File: config.mk
export PLATFORM = sky130hd
export DESIGN_NAME = reg_wb_arbiter
export DESIGN_NICKNAME = d
export VERILOG_FILES = /design/src/rtl/reg_wb_arbiter.sv
export SDC_FILE = /design/constraint.sdc
export NUM_CORES = 1
export LEC_CHECK = 0
export BUFFER_PORTS_ARGS = -buffer_cell sky130_fd_sc_hd__buf_2
export CAP_MARGIN = 20
export CORE_UTILIZATION = 60
export CTS_CLUSTER_DIAMETER = 40
export DETAILED_ROUTE_END_ITERATION = 10
export GPL_ROUTABILITY_DRIVEN = 0
export PLACE_DENSITY_LB_ADDON = 0.25
export RECOVER_POWER = 100
export SYNTH_ARGS = -nofsm -noshare
export SYNTH_HDL_FRONTEND = slang
export SYNTH_SLANG_ARGS = --single-unit
File: constraint.sdc
create_clock -name clk -period 3.4 [get_ports clk]
set_input_delay 0.68 -clock clk [delete_from_list [all_inputs] [get_ports clk]]
set_output_delay 0.68 -clock clk [all_outputs]
set_load 0.01 [all_outputs]
File: src/rtl/reg_wb_arbiter.sv
// Register-bank write-port scheduler.
// Shares the single bank write port between the ALU writeback path and a FIFO-buffered load
// writeback path. The ALU has priority. A starve counter guarantees forward progress for a
// queued load. A load scoreboard marks destinations of in-flight loads so decode can stall on them.
module reg_wb_arbiter #(
    parameter int unsigned DEPTH    = 4,
    parameter int unsigned MAX_WAIT = 3
) (
    input  logic        clk,
    input  logic        rst,
    input  logic        alu_valid,
    input  logic [3:0]  alu_wa,
    input  logic [31:0] alu_wd,
    output logic        alu_ready,
    input  logic        ld_valid,
    input  logic [3:0]  ld_wa,
    input  logic [31:0] ld_wd,
    output logic        ld_ready,
    input  logic        ld_issue,
    input  logic [3:0]  ld_issue_wa,
    input  logic [3:0]  chk_ra1,
    input  logic [3:0]  chk_ra2,
    input  logic [3:0]  chk_wa,
    output logic        hz_stall,
    output logic [14:0] busy,
    output logic        we3,
    output logic [3:0]  wa3,
    output logic [31:0] wd3,
    output logic        wb_err
);

    localparam int unsigned AW = (DEPTH > 1) ? $clog2(DEPTH) : 1;
    localparam int unsigned CW = $clog2(DEPTH + 1);
    localparam int unsigned WW = (MAX_WAIT > 0) ? $clog2(MAX_WAIT + 1) : 1;
    localparam logic [3:0]  PC_REG = 4'hF;

    // FIFO storage: {wa, wd}; no reset needed, validity is tracked by count_q
    logic [35:0]    fifo_mem [DEPTH];
    logic [AW-1:0]  wr_ptr_q, wr_ptr_d;
    logic [AW-1:0]  rd_ptr_q, rd_ptr_d;
    logic [CW-1:0]  count_q, count_d;
    logic [WW-1:0]  wait_q, wait_d;
    logic [14:0]    busy_q, busy_d;
    logic           we3_q, we3_d;
    logic [3:0]     wa3_q, wa3_d;
    logic [31:0]    wd3_q, wd3_d;
    logic           err_q, err_d;

    logic           fifo_empty;
    logic           starve;
    logic           alu_grant;
    logic           pop;
    logic           push;
    logic           issue_ok;
    logic [35:0]    head;
    logic [15:0]    busy_ext;

    assign fifo_empty = (count_q == '0);
    assign starve     = !fifo_empty && (wait_q == WW'(MAX_WAIT));
    assign alu_ready  = !starve;
    assign ld_ready   = (count_q < CW'(DEPTH));
    assign alu_grant  = !starve && alu_valid && (alu_wa != PC_REG);
    // Starve implies no ALU grant, so this covers both the preempt and the idle-port pop
    assign pop        = !fifo_empty && !alu_grant;
    assign push       = ld_valid && ld_ready && (ld_wa != PC_REG);
    assign head       = fifo_mem[rd_ptr_q];

    // r15 is never busy, so padding with a zero makes operand 15 contribute nothing
    assign busy_ext   = {1'b0, busy_q};
    assign hz_stall   = busy_ext[chk_ra1] | busy_ext[chk_ra2] | busy_ext[chk_wa];
    assign issue_ok   = ld_issue && (ld_issue_wa != PC_REG) && !busy_ext[ld_issue_wa];

    assign busy   = busy_q;
    assign we3    = we3_q;
    assign wa3    = wa3_q;
    assign wd3    = wd3_q;
    assign wb_err = err_q;

    // Next-state logic: FIFO pointers/count, starve counter, scoreboard, bank port, error pulse
    always_comb begin
        wr_ptr_d = push ? wr_ptr_q + AW'(1) : wr_ptr_q;
        rd_ptr_d = pop  ? rd_ptr_q + AW'(1) : rd_ptr_q;

        count_d = count_q;
        if (push && !pop) begin
            count_d = count_q + CW'(1);
        end else if (pop && !push) begin
            count_d = count_q - CW'(1);
        end

        wait_d = wait_q;
        if (pop || fifo_empty) begin
            wait_d = '0;
        end else if (wait_q != WW'(MAX_WAIT)) begin
            wait_d = wait_q + WW'(1);
        end

        // Clear applied before set so a same-register set wins
        busy_d = busy_q;
        for (int unsigned r = 0; r < 15; r++) begin
            if (pop && head[35:32] == 4'(r)) begin
                busy_d[r] = 1'b0;
            end
            if (issue_ok && ld_issue_wa == 4'(r)) begin
                busy_d[r] = 1'b1;
            end
        end

        we3_d = alu_grant || pop;
        wa3_d = wa3_q;
        wd3_d = wd3_q;
        if (pop) begin
            wa3_d = head[35:32];
            wd3_d = head[31:0];
        end else if (alu_grant) begin
            wa3_d = alu_wa;
            wd3_d = alu_wd;
        end

        err_d = (alu_valid && alu_wa == PC_REG && alu_ready)
              || (ld_valid && ld_wa == PC_REG && ld_ready)
              || (ld_issue && !issue_ok);
    end

    // Load data capture into the FIFO slot addressed by the write pointer
    always_ff @(posedge clk) begin
        if (push) begin
            fifo_mem[wr_ptr_q] <= {ld_wa, ld_wd};
        end
    end

    // State registers with asynchronous active-low reset
    always_ff @(posedge clk or negedge rst) begin
        if (!rst) begin
            wr_ptr_q <= '0;
            rd_ptr_q <= '0;
            count_q  <= '0;
            wait_q   <= '0;
            busy_q   <= '0;
            we3_q    <= 1'b0;
            wa3_q    <= '0;
            wd3_q    <= '0;
            err_q    <= 1'b0;
        end else begin
            wr_ptr_q <= wr_ptr_d;
            rd_ptr_q <= rd_ptr_d;
            count_q  <= count_d;
            wait_q   <= wait_d;
            busy_q   <= busy_d;
            we3_q    <= we3_d;
            wa3_q    <= wa3_d;
            wd3_q    <= wd3_d;
            err_q    <= err_d;
        end
    end

endmodule

### After elaboration in Yosys (flattened, before gate mapping)

Memories as Yosys holds them, arrays and structs flattened.
Cells that the tools add are included.

| word-level totals | value |
|---|---|
| register bits after elaboration | 62 |
| latch bits | 0 |
| RAM bits | 144 |
| bits in read-only memories | 0 |
| output and inout port bits | 56 |
| memories | 1 |

| operators by class | value |
|---|---|
| add/sub/neg operators | 5 |
| $mul | 0 |
| div/mod/pow operators | 0 |
| order comparisons | 5 |
| equality and inequality tests | 35 |
| shift operators | 0 |
| muxes and demuxes | 48 |
| bitwise gates (word level) | 2 |
| reductions and logical operators | 77 |

Memory list:

| memory | words | bits a word | rd ports | clocked after Yosys merged registers in | write ports | RTL line | source |
|---|---|---|---|---|---|---|---|
| fifo_mem | 4 | 36 | 1 | 0 | 1 | 38 | `logic [35:0] fifo_mem [DEPTH];` |

Operators with widths:

| kind | number |
|---|---|
| $eq A4 B4 Y1 const B | 16 |
| $mux W32 | 2 |
| $logic_and A1 B1 Y1 | 45 |
| $mux W1 | 36 |
| $reduce_bool A2 Y1 | 18 |
| $eq A4 B3 Y1 const B | 8 |
| $lt A4 B5 Y1 const B | 4 |
| $bmux W1 S4 | 4 |
| $eq A4 B2 Y1 const B | 4 |
| $ne A4 B4 Y1 const B | 3 |
| $eq A4 B1 Y1 const B | 2 |
| $logic_not A4 Y1 | 2 |
| $mux W4 | 2 |
| $logic_not A1 Y1 | 7 |
| $add A2 B1 Y2 const B | 3 |
| $mux W3 | 2 |
| $logic_or A1 B1 Y1 | 4 |
| $mux W2 | 2 |
| $add A3 B1 Y3 const B | 1 |
| $logic_not A3 Y1 | 1 |
| $lt A3 B3 Y1 const B | 1 |
| $sub A3 B1 Y3 const B | 1 |
| $eq A2 B2 Y1 const B | 1 |
| $ne A2 B2 Y1 const B | 1 |
| $or A1 B1 Y1 | 2 |

### Logic depth before layout (Yosys ltp)

Gate-level depths: netlist of the first run.

| depth | value |
|---|---|
| depth in word-level cells | 11 |
| mapped depth | 10 |
| depth with buffers taken out | 10 |

### Worst setup path before layout of the first run

Ideal clock, no wire load.

| timing path | value |
|---|---|
| kind | input -> output |
| start | input port chk_wa[2] |
| end | output port hz_stall |
| data arrival time | 1.862 ns |
| slack | 0.858 ns |
| stages | 5 |
| cell sequence | clkbuf_1 mux4_2 o21ai_0 a311oi_1 or3_1 |

| on the way | value |
|---|---|
| cells in the longest elaborated chain, start to end | 3 |

Ends and longest elaborated chain:

| what | RTL line | source |
|---|---|---|
| start, declared | 23 | `input logic [3:0] chk_wa,` |
| $bmux W1 S4 | 70 | `assign hz_stall = busy_ext[chk_ra1] \| busy_ext[chk_ra2] \| busy_ext[chk_wa];` |
| $mux W1 (not written as such) | 70 |  |
| $or A1 B1 Y1 | 70 |  |
| end, declared | 24 | `output logic hz_stall,` |

No other way between the ends. The select of a mux whose other input is x is not followed.

### Worst setup path after layout of the first run

| timing path | value |
|---|---|
| start | register count_q[2] |
| end | memory fifo_mem[3][24] (enable) |

| on the way | value |
|---|---|
| cells in the longest elaborated chain, start to end | 5 |

Ends and longest elaborated chain:

| what | RTL line | source |
|---|---|---|
| start, declared | 41 | `logic [CW-1:0] count_q, count_d;` |
| start signal, assigned | 147 | `count_q <= count_d;` |
| $lt A3 B3 Y1 | 61 | `assign ld_ready = (count_q < CW'(DEPTH));` |
| $logic_and A1 B1 Y1 (2 in a row) | 65 | `assign push = ld_valid && ld_ready && (ld_wa != PC_REG);` |
| $mux W1 | 127 | `if (push) begin` |
| $mux W1 (not written as such) | 128 | `fifo_mem[wr_ptr_q] <= {ld_wa, ld_wd};` |
| end, declared | 38 |  |

No other way between the ends.

==> impl_metrics.env, run 1 <==
export IMPL_drc=0
export IMPL_skew_ps=15.97
export IMPL_syn_nets=650
export IMPL_async_reset_ff_share_pct=30.10
export IMPL_powerDensity_nw_per_um2=860.0
export IMPL_antenna_found_initial=0
export IMPL_ant_nets=0
export IMPL_synth_top_area_cell="edfxtp_1"
export IMPL_wirelength_um=18770
export IMPL_cts_buffer_depth=3
export IMPL_tritoncts="yes"
export IMPL_fin_crit_sh_pct=85.46
export IMPL_rows=43
export IMPL_die_x_um=121.3
export IMPL_netlist_area_um2=8538
export IMPL_cts_root_buffer="clkbuf_16"
export IMPL_num_fill_cells=914
export IMPL_core_um2=13880
export IMPL_tightestPinTransition_ps=1656
export IMPL_endpoint_kind="flop"
export IMPL_grt_pass1_vias=5727
export IMPL_slew_headroom_pct=-10.40
export IMPL_critPathBufInv=1
export IMPL_peakVddDrop_uv=542.8
export IMPL_hp_class="in2reg"
export IMPL_critical_path_max_fanout=27
export IMPL_outcome="finished, violations left"
export IMPL_multi_input_area_um2=2497
export IMPL_yosysUniqueCellTypes=47
export IMPL_grt_pass1_wl_um=28980
export IMPL_ys_seq_elements=206
export IMPL_grt_setup_unrepaired="no"
export IMPL_cp_start_kind="flop"
export IMPL_cp_required_ps=3520
export IMPL_setup_viol=0
export IMPL_ctsHtreeMaxLevel=1
export IMPL_initial_core_util_pct=61.51
export IMPL_ys_warn_count=0
export IMPL_ctsResizeCount=0
export IMPL_cp_slowest_cell="clkbuf_2"
export IMPL_postCtsHoldBufs=0
export IMPL_cp_common_cell="nor2b_1"
export IMPL_violations="max-capacitance violations, max-slew violations"
export IMPL_num_nets_final=809
export IMPL_ios=149
export IMPL_grt_util_all_layers_pct=26.20
export IMPL_die_y_um=121.3
export IMPL_power_leakage_nw=3.657
export IMPL_vias_per_cell=6.020
export IMPL_synthFlopType="edfxtp_1"
export IMPL_hpwl_um=11820
export IMPL_drt_first_pass_iters=5
export IMPL_slew_violations=32
export IMPL_hold_violations=0
export IMPL_antenna_cells=0
export IMPL_ys_seq_area_share_pct=68.82
export IMPL_finish_utilization_pct=72.77
export IMPL_synth_enable_flop_cells=144
export IMPL_critPathKind="reg2reg"
export IMPL_design_die_area_um2=14710
export IMPL_period_minus_slack_ps=2906
export IMPL_cts_setup_buffers=0
export IMPL_cp_cell_sequence="nor2b_1, nor2b_1, and2_0, clkbuf_2"
export IMPL_wl_per_cell_um=20.69
export IMPL_final_setup_tns_ps=0
export IMPL_arrival_ps=3020
export IMPL_insertion_delay_ps=510
export IMPL_first_iter_violations=437
export IMPL_vias=5460
export IMPL_seq_area_um2=5877
export IMPL_syn_to_final_growth_pct=18.30
export IMPL_cts_made_buffers=24
export IMPL_syn_area_per_cell_um2=15.52
export IMPL_synth_top_area_share_pct=50.64
export IMPL_fmax_mhz=344.2
export IMPL_gr_total_overflow=0
export IMPL_critPathTopFamily="simple AND/OR/NAND/NOR gates"
export IMPL_cp_slowest_stage_delay_ps=780
export IMPL_grt_max_degree=40
export IMPL_clk_pin_slew_ps=70
export IMPL_layout_drive_gt1_share_pct=21.05
export IMPL_cts_sinks=206
export IMPL_synth_area_leaders="edfxtp_1 51%, dfrtp_1 18%, mux4_2 12%"
export IMPL_numPortBuffers=148
export IMPL_cap_violations=1
export IMPL_synthCells=550
[Yosys cell counts (2+ instances only)]
library cell / n
nand3b_1: 3
dfrtp_1: 62
o31ai_1: 5
mux2i_1: 9
ha_1: 6
a31oi_1: 36
o21ai_1: 19
inv_1: 6
nand4_1: 2
nand2_1: 84
edfxtp_1: 144
nand3_1: 5
xnor2_1: 5
nand2b_1: 4
o21ai_0: 11
mux2_2: 2
nor2b_1: 2
and2_1: 4
buf_2: 13
or3_1: 4
mux4_2: 45
clkbuf_1: 12
o211ai_1: 4
o221ai_1: 3
nor2_1: 38
[through the flow]
step | setup WS (ps) | hold WS [ps] | cell area (µm²) | cells | power [mW]
after floorplan | 858.5 | 384.4 | 8538 | 550 | 5.404
after global placement | 664.6 | 443.3 | 9524 | 863 | 6.252
after detailed placement | 646.5 | 477.8 | 9524 | 863 | 6.341
after CTS | 546.4 | 242.9 | 10310 | 907 | 8.862
after global routing | 342.6 | 438.2 | 10100 | 907 | 9.106
final | 494.3 | 446.2 | 10100 | 907 | 8.687
[sequential cells by signal (all words and copies together), names as in the netlist]
signal,flops
we3,1
count_q,3
rd_ptr_q,2
wa3,4
wd3,32
wait_q,2
fifo_mem,144
wb_err,1
busy,15
wr_ptr_q,2
[cells by family after synthesis]
family                     count (synthesis)  share of synthesized area, %
adders and majority gates                  7                         1.114
buffers and inverters                     35                         1.861
xor gates and xnor gates                   6                        0.6155
AOI/OAI and AO/OA                         83                         6.023
and+or+nand+nor                          156                         8.074
muxes                                     57                         13.50
DFF                                      206                         68.82
[report_power, final]
group          switching [mW]  internal, mW
clock network           0.989          1.48
registers               0.459          3.29
logic                    1.39          1.08
[cell usage in the layout (no fill, tap or decap), types with 3 or more instances in the layout]
master and n:
nand3b_1 3, inv_6 3, o21ai_1 8, clkbuf_1 104, mux4_2 45, xnor2_1 5
nand2b_1 4, dfrtp_1 61, o31ai_1 5, o221ai_1 3, clkbuf_16 25, a31oi_1 36
or3_1 5, ha_1 6, and2_0 3, nand2_1 85, edfxtp_1 144, nand3_1 5
clkbuf_2 4, o211ai_1 4, o21ai_0 22, inv_1 6, mux2i_1 9, buf_2 55
nor2_1 38, buf_4 4
[worst reg2reg max path, stage by stage (launching register included)]
cell      delay [ps]
dfrtp_1          420
nor2b_1          140
nor2b_1          440
and2_0           730
clkbuf_2         780
[final cells by class]
type	count	area share [%]
flip-flops and latches	206	58.18
multi-input cells	309	24.72
repair buffers	161	6.862
clock buffers	33	6.689
well taps	180	2.230
clock inverters	11	1.053
inverters	7	0.2601
[worst paths after layout]
kind / startpoint / to / slack [ps] / cells after the start
min in group asynchronous: rst / busy[0]$_DFFE_PN0P_ / 600 / 1
setup / recovery: count_q[2]$_DFFE_PN0P_ / fifo_mem[3][24]$_DFFE_PP_ / 490 / 4
hold / removal: alu_wd[12] / wd3[12]$_DFFE_PN0P_ / 450 / 3
setup reg to reg: count_q[2]$_DFFE_PN0P_ / fifo_mem[3][24]$_DFFE_PP_ / 490 / 4
hold reg to reg: wait_q[0]$_DFFE_PN0P_ / wait_q[0]$_DFFE_PN0P_ / 490 / 1
max in group asynchronous: rst / wd3[28]$_DFFE_PN0P_ / 1150 / 2
[per-layer routing]
layer	vias to the layer above	share of wire, %	global-route usage [%]
met5	-	0	0
met4	0	2.5	9.645
met3	38	6.6	4.276
met2	240	52	45.92
met1	2736	39	32.89
li1	2446	-	-
Note: power is estimated with default switching activity, not from simulation.
==> run 2: changes to the inputs <==
--- a/config.mk
+++ b/config.mk
@@ -5,9 +5,10 @@
 export SDC_FILE = /design/constraint.sdc
 export NUM_CORES = 1
 export LEC_CHECK = 0
+export ABC_AREA = 1
 export BUFFER_PORTS_ARGS = -buffer_cell sky130_fd_sc_hd__buf_2
 export CAP_MARGIN = 20
-export CORE_UTILIZATION = 60
+export CORE_UTILIZATION = 61
 export CTS_CLUSTER_DIAMETER = 40
 export DETAILED_ROUTE_END_ITERATION = 10
 export GPL_ROUTABILITY_DRIVEN = 0
==> run 2 against run 1 <==
  * The run still ends with max-capacitance violations, max-slew violations left
  * Cell area grew 5.4%
  * Power grew 6.9%
  * Register-to-register slack gained 200 ps
  * Flip-flop and latch count is the same
  * Die area grew 4.0%
  * Cell count grew 38%
  * Setup slack gained 200 ps
  * Synthesized area grew 5.8%
  * Wire length grew 11%
  * Sequential power shrank 3%
  * Global-route usage grew 0.63 points
  * Critical path type unchanged
  * Largest cell class unchanged
  * Largest power group unchanged
==> impl_metrics.env, run 2 <==
export IMPL_outcome="finished, violations left"
export IMPL_violations="max-capacitance violations, max-slew violations"
export IMPL_largest_register="fifo_mem"
export IMPL_grt_busiest_layer="met2"
export IMPL_slew_headroom_pct=-7.894
export IMPL_syn_to_final_growth_pct=17.90
export IMPL_r2r_start="count_q[2]$_DFFE_PN0P_"
export IMPL_largest_register_ffs=144
export IMPL_synth_commonest_cells="256 x nand2_1, 144 x edfxtp_1, 106 x nor2_1"
export IMPL_endpoint_kind="flop"
export IMPL_startpoint="count_q[2]$_DFFE_PN0P_"
export IMPL_cap_violations=2
export IMPL_clk_pin_slew_ps=60
export IMPL_cp_slowest_cell="fa_1"
export IMPL_grt_max_degree=74
export IMPL_rrSetupSlack_ps=690
export IMPL_power_switching_mw=3.437
export IMPL_cts_sinks=206
export IMPL_cts_root_buffer="clkbuf_16"
export IMPL_powerDensity_nw_per_um2=871.8
export IMPL_vias=6962
export IMPL_drt_first_pass_iters=5
export IMPL_rows=44
export IMPL_syn_area_per_cell_um2=10.08
export IMPL_cp_required_ps=3790
export IMPL_cts_buffer_depth=3
export IMPL_ios=149
export IMPL_syn_nets=996
export IMPL_layout_drive_gt1_share_pct=11.41
export IMPL_hold_ws_ps=369.0
export IMPL_ys_seq_elements=206
export IMPL_slew_violations=45
export IMPL_critPathBufInv=2
export IMPL_synth_top_area_cell="edfxtp_1"
export IMPL_endpoint="count_q[2]$_DFFE_PN0P_"
export IMPL_grt_util_met1_pct=36.07
export IMPL_ys_seq_area_share_pct=65.06
export IMPL_num_nets_final=1147
export IMPL_synthCells=896
export IMPL_finish_utilization_pct=73.54
export IMPL_drc=0
export IMPL_internal_power_mw=5.845
export IMPL_critPathKind="reg2reg"
export IMPL_grt_util_all_layers_pct=26.83
export IMPL_power_leakage_nw=4.351
export IMPL_grt_util_met2_pct=44.48
export IMPL_die_y_um=123.7
export IMPL_power_share_switching_pct=37.03
export IMPL_arrival_ps=3100
export IMPL_synth_top_area_share_pct=47.88
export IMPL_cp_start_kind="flop"
export IMPL_pwr_share_comb_pct=30.6
export IMPL_hp_class="in2reg"
export IMPL_skew_ps=10.03
export IMPL_fmax_mhz=369.0
export IMPL_core_um2=14480
export IMPL_cts_setup_buffers=0
export IMPL_grt_setup_unrepaired="no"
export IMPL_critical_path_max_fanout=17
export IMPL_final_cell_mix="259 x nand2_1, 144 x edfxtp_1, 107 x nor2_1"
export IMPL_critPathTopFamily="simple AND/OR/NAND/NOR gates"
export IMPL_cts_made_buffers=28
export IMPL_cp_cell_sequence="inv_1, nand2_1, nand2_1, nand3_4, nand2_4, ha_1, inv_1, fa_1, a21oi_1, o21ai_0, xor2_1"
export IMPL_first_iter_violations=551
export IMPL_antenna_found_initial=0
export IMPL_layout_commonest_cell="nand2_1"
export IMPL_grt_pass1_wl_um=31230
export IMPL_numPortBuffers=148
export IMPL_insertion_delay_ps=520
export IMPL_initial_core_util_pct=62.37
export IMPL_design_die_area_um2=15300
export IMPL_seq_power_share_pct=39.1
export IMPL_ctsHtreeMaxLevel=1
export IMPL_setup_viol=0
export IMPL_grt_util_met3_pct=5.311
export IMPL_p_clk_share_pct=30.2
export IMPL_final_setup_tns_ps=0
export IMPL_total_power_mw=9.282
export IMPL_worstSetupPathDepth=11
export IMPL_die_x_um=123.7
export IMPL_ctsResizeCount=0
export IMPL_wirelength_um=20820
export IMPL_tritoncts="yes"
export IMPL_synth_area_leaders="edfxtp_1 48%, dfrtp_1 17%, nand2_1 11%"
export IMPL_peakVddDrop_uv=539.4
export IMPL_yosysMostFrequentCell="nand2_1"
export IMPL_ant_nets=0
export IMPL_async_reset_ff_share_pct=30.10
export IMPL_hold_violations=0
export IMPL_gr_total_overflow=0
export IMPL_r2r_worst_path_cells=11
export IMPL_antenna_cells=0
export IMPL_grt_pass1_vias=6256
export IMPL_holdCritStartpoint="alu_wd[4]"
export IMPL_vias_per_cell=5.556
export IMPL_fin_crit_sh_pct=79.72
export IMPL_period_minus_slack_ps=2710
export IMPL_yosysUniqueCellTypes=36
export IMPL_hpwl_um=13210
export IMPL_synth_enable_flop_cells=144
export IMPL_wl_per_cell_um=16.62
export IMPL_postCtsHoldBufs=0
export IMPL_netlist_area_um2=9031
export IMPL_r2r_end="count_q[2]$_DFFE_PN0P_"
export IMPL_synthFlopType="edfxtp_1"
export IMPL_ys_warn_count=0
export IMPL_cp_slowest_stage_delay_ps=440
export IMPL_tightestPinTransition_ps=1618
-- run 2: area by class of cell --
| class | instances | area, µm² |
|---|---|---|
| inverters | 54 | 205.2 |
| flip-flops and latches | 206 | 5877 |
| clock inverters | 20 | 186.4 |
| clock buffers | 32 | 737.0 |
| fillers | 1096 | 3831 |
| repair buffers | 161 | 710.7 |
| multi-input cells | 596 | 2701 |
| well taps | 184 | 230.2 |
-- run 2: power by group through the flow --
stage                     logic [mW]  registers [mW]  clock network [mW]
after floorplan                 1.82            3.75                   0
after global placement          2.86            3.64                   0
after detailed placement        2.94            3.65                   0
after CTS                       2.98            3.61                2.82
after global routing            3.20            3.69                2.95
final                           2.84            3.63                2.80
-- run 2: how the worst min path moves through the flow --
stage | end | slack (ps) | depth (start not counted)
CTS | wd3[31]$_DFFE_PN0P_ | 210 | 1
detailed placement | wait_q[0]$_DFFE_PN0P_ | 450 | 1
global placement | wait_q[0]$_DFFE_PN0P_ | 430 | 1
global route | wd3[9]$_DFFE_PN0P_ | 370 | 3
finish | wd3[4]$_DFFE_PN0P_ | 370 | 3
floorplan | busy[0]$_DFFE_PN0P_ | 380 | 0
-- run 2: metal layers --
layer / up-vias / wire (µm)
li1: 3340 / -
met1: 3266 / 8561
met2: 319 / 10120
met3: 37 / 1805
met4: 0 / 335
met5: - / 0
-- run 2: logic make-up (layout without fill, tap and decap cells) --
logic type,Yosys count,after routing,share of synthesized area (%)
and+or+nand+nor,487,487,22.50
AOI/OAI and AO/OA,97,97,5.957
muxes,1,1,0.1247
DFF,206,206,65.06
buffers and inverters,94,267,4.918
adders and majority gates,7,7,1.053
xor gates and xnor gates,4,4,0.3880
-- run 2: metrics by stage --
| stage | std cells | setup slack (ps) | cell area (µm²) |
|---|---|---|---|
| 2_1_floorplan | 896 | 463.7 | 9031 |
| 6_report | 1253 | 689.7 | 10650 |
| 3_3_place_gp | 1201 | 829.9 | 9930 |
| 5_1_grt | 1253 | 545.8 | 10650 |
| 3_5_place_dp | 1201 | 814.1 | 9930 |
| 4_1_cts | 1253 | 846.2 | 10850 |
-- run 2: tightest hold or removal path, delay by kind of cell --
family,cells,cell delay (ps)
buffers and inverters,1,70
AND/OR/NAND/NOR,2,100
==> run 3: changes to the inputs <==
--- a/config.mk
+++ b/config.mk
@@ -8,7 +8,7 @@
 export ABC_AREA = 1
 export BUFFER_PORTS_ARGS = -buffer_cell sky130_fd_sc_hd__buf_2
 export CAP_MARGIN = 20
-export CORE_UTILIZATION = 61
+export CORE_UTILIZATION = 51
 export CTS_CLUSTER_DIAMETER = 40
 export DETAILED_ROUTE_END_ITERATION = 10
 export GPL_ROUTABILITY_DRIVEN = 0
==> constraint.sdc (replaced) <==
create_clock -name clk -period 2.2 [get_ports clk]
set_input_delay 0.44 -clock clk [delete_from_list [all_inputs] [get_ports clk]]
set_output_delay 0.44 -clock clk [all_outputs]
set_load 0.01 [all_outputs]
==> run 3 against run 2 <==
  * The flow now finishes without violations
  * Core utilization fell by 9.6 points
  * Hold slack worse by 240 ps
  * Critical path depth shrank 2
  * Die area is 19% higher
  * Wire length up 0.76%
  * Non-clock buffer count up 26
  * Cell area increased by 3.8%
  * Clock skew rose by 4.3 ps
  * Via count down 0.90%
  * Flip-flop and latch count stayed put
  * Combinational power grew 66%
  * Clock power grew 68%
  * Critical endpoint is now hz_stall
  * Highest routed layer unchanged
==> impl_metrics.env, run 3 (synthesized netlist as in run 2, its figures left out) <==
export IMPL_hpwl_um=13460
export IMPL_cts_sinks=206
export IMPL_largest_register="fifo_mem"
export IMPL_antenna_found_initial=0
export IMPL_vias=6899
export IMPL_slew_violations=0
export IMPL_antenna_cells=0
export IMPL_grt_util_all_layers_pct=22.93
export IMPL_cts_buffer_depth=3
export IMPL_endpoint_kind="primary output"
export IMPL_cts_made_buffers=28
export IMPL_setup_viol=0
export IMPL_wl_per_cell_um=15.89
export IMPL_skew_ps=14.28
export IMPL_cp_cell_sequence="inv_2, nand2_2, nand3_2, nand2_1, o21bai_1, nor2_1, nor2_1, nand2_1, buf_2"
export IMPL_num_fill_cells=1449
export IMPL_dpl_worst_slack_ps=152.9
export IMPL_tritoncts="yes"
export IMPL_drc=0
export IMPL_die_x_um=135.1
export IMPL_first_iter_violations=439
export IMPL_ant_nets=0
export IMPL_finish_utilization_pct=63.92
export IMPL_ctsHtreeMaxLevel=1
export IMPL_critPathTopFamily="simple AND/OR/NAND/NOR gates"
export IMPL_gr_total_overflow=0
export IMPL_arrival_ps=1730
export IMPL_num_nets_final=1173
export IMPL_startpoint="busy[4]$_DFFE_PN0P_"
export IMPL_tightestPinTransition_ps=1098
export IMPL_grt_pass1_vias=6493
export IMPL_die_y_um=135.1
export IMPL_final_cell_mix="255 x nand2_1, 144 x edfxtp_1, 105 x nor2_1"
export IMPL_rrSetupSlack_ps=140
export IMPL_peakVddDrop_uv=793.0
export IMPL_cap_violations=0
export IMPL_powerDensity_nw_per_um2=1359
export IMPL_hold_violations=0
export IMPL_ios=149
export IMPL_cts_root_buffer="clkbuf_16"
export IMPL_cp_slowest_cell="dfrtp_1"
export IMPL_fin_crit_sh_pct=98.63
export IMPL_critical_path_max_fanout=3
export IMPL_outcome="finished clean"
export IMPL_fmax_mhz=460.9
export IMPL_power_leakage_nw=4.596
export IMPL_layout_commonest_cell="nand2_1"
export IMPL_hp_class="in2reg"
export IMPL_largest_register_ffs=144
export IMPL_wirelength_um=20980
export IMPL_vias_per_cell=5.227
export IMPL_initial_core_util_pct=52.21
export IMPL_holdCritStartpoint="alu_wd[22]"
export IMPL_hold_ws_ps=128.7
export IMPL_core_um2=17300
export IMPL_insertion_delay_ps=520
export IMPL_critPathBufInv=2
export IMPL_critPathKind="reg2out"
export IMPL_setup_slack_ps=30.19
export IMPL_syn_to_final_growth_pct=22.42
export IMPL_grt_pass1_wl_um=32350
export IMPL_layout_drive_gt1_share_pct=17.63
export IMPL_clk_pin_slew_ps=60
export IMPL_design_die_area_um2=18240
export IMPL_grt_max_degree=39
export IMPL_cp_slowest_stage_delay_ps=420
export IMPL_numPortBuffers=148
export IMPL_r2r_start="count_q[0]$_DFFE_PN0P_"
export IMPL_cp_start_kind="flop"
export IMPL_period_minus_slack_ps=2170
export IMPL_rows=48
export IMPL_drt_first_pass_iters=7
export IMPL_cp_required_ps=1760
export IMPL_slew_headroom_pct=26.78
run 3: what timing repair did:
| item | 4_1_cts | 5_1_grt |
|---|---|---|
| gates cloned | 0 | 0 |
| pin swaps | 0 | 5 |
| setup buffers | 1 | 13 |
| hold buffers | 1 | 0 |
| endpoints found under the hold margin | 36 | 0 |
| gates resized for setup | 5 | 16 |
| setup endpoints to repair | 1 | 1 |
run 3: area by class of cell:
type                            count  area [µm²]  share of cell area, %
Sequential cell                   206        5883                  53.21
Multi-Input combinational cell    596        2731                  24.71
Timing Repair Buffer              187       957.2                  8.658
Clock buffer                       30       729.5                  6.598
Tap cell                          225       281.5                  2.546
Clock inverter                     22       267.8                  2.422
Inverter                           54       205.2                  1.856
run 3: layer usage:
metal / GRT usage [%] / share of wire (%)
met1: 29.62 / 43
met2: 40.01 / 49
met3: 3.416 / 6.1
met4: 6.929 / 2.1
met5: 0 / 0
run 3: power by group:
part	total, mW	switching, mW	internal, mW
combinational	4.71	3.08	1.63
clock	4.71	1.69	3.02
sequential	5.61	0.499	5.11
run 3: path summary, 6_finish.rpt:
path                                               end  depth (start not counted)
worst min-delay path               wd3[22]$_DFFE_PN0P_                          3
min in group asynchronous         busy[13]$_DFFE_PN0P_                          2
worst max register to register  count_q[2]$_DFFE_PN0P_                         11
max in group asynchronous           wd3[5]$_DFFE_PN0P_                          3
worst max-delay path                          hz_stall                          9
worst min register to register   wait_q[0]$_DFFE_PN0P_                          1
run 3: worst reg2reg max path, delay by kind of cell (launching register included):
| family | cells | cell delay (ps) |
|---|---|---|
| fa+ha+maj | 2 | 540 |
| simple gates | 5 | 500 |
| flops | 1 | 420 |
| compound gates | 2 | 260 |
| xor+xnor | 1 | 150 |
| buf+inv | 1 | 70 |
run 3: stage by stage:
stage	cells	total power, mW	instance area, µm²	setup TNS, ps
2_1_floorplan	896	8.615	9031	-71460
3_3_place_gp	1253	10.24	10120	0
3_5_place_dp	1253	10.33	10120	0
4_1_cts	1307	15.10	11130	0
5_1_grt	1320	15.88	11060	-27.81
6_report	1320	15.03	11060	0
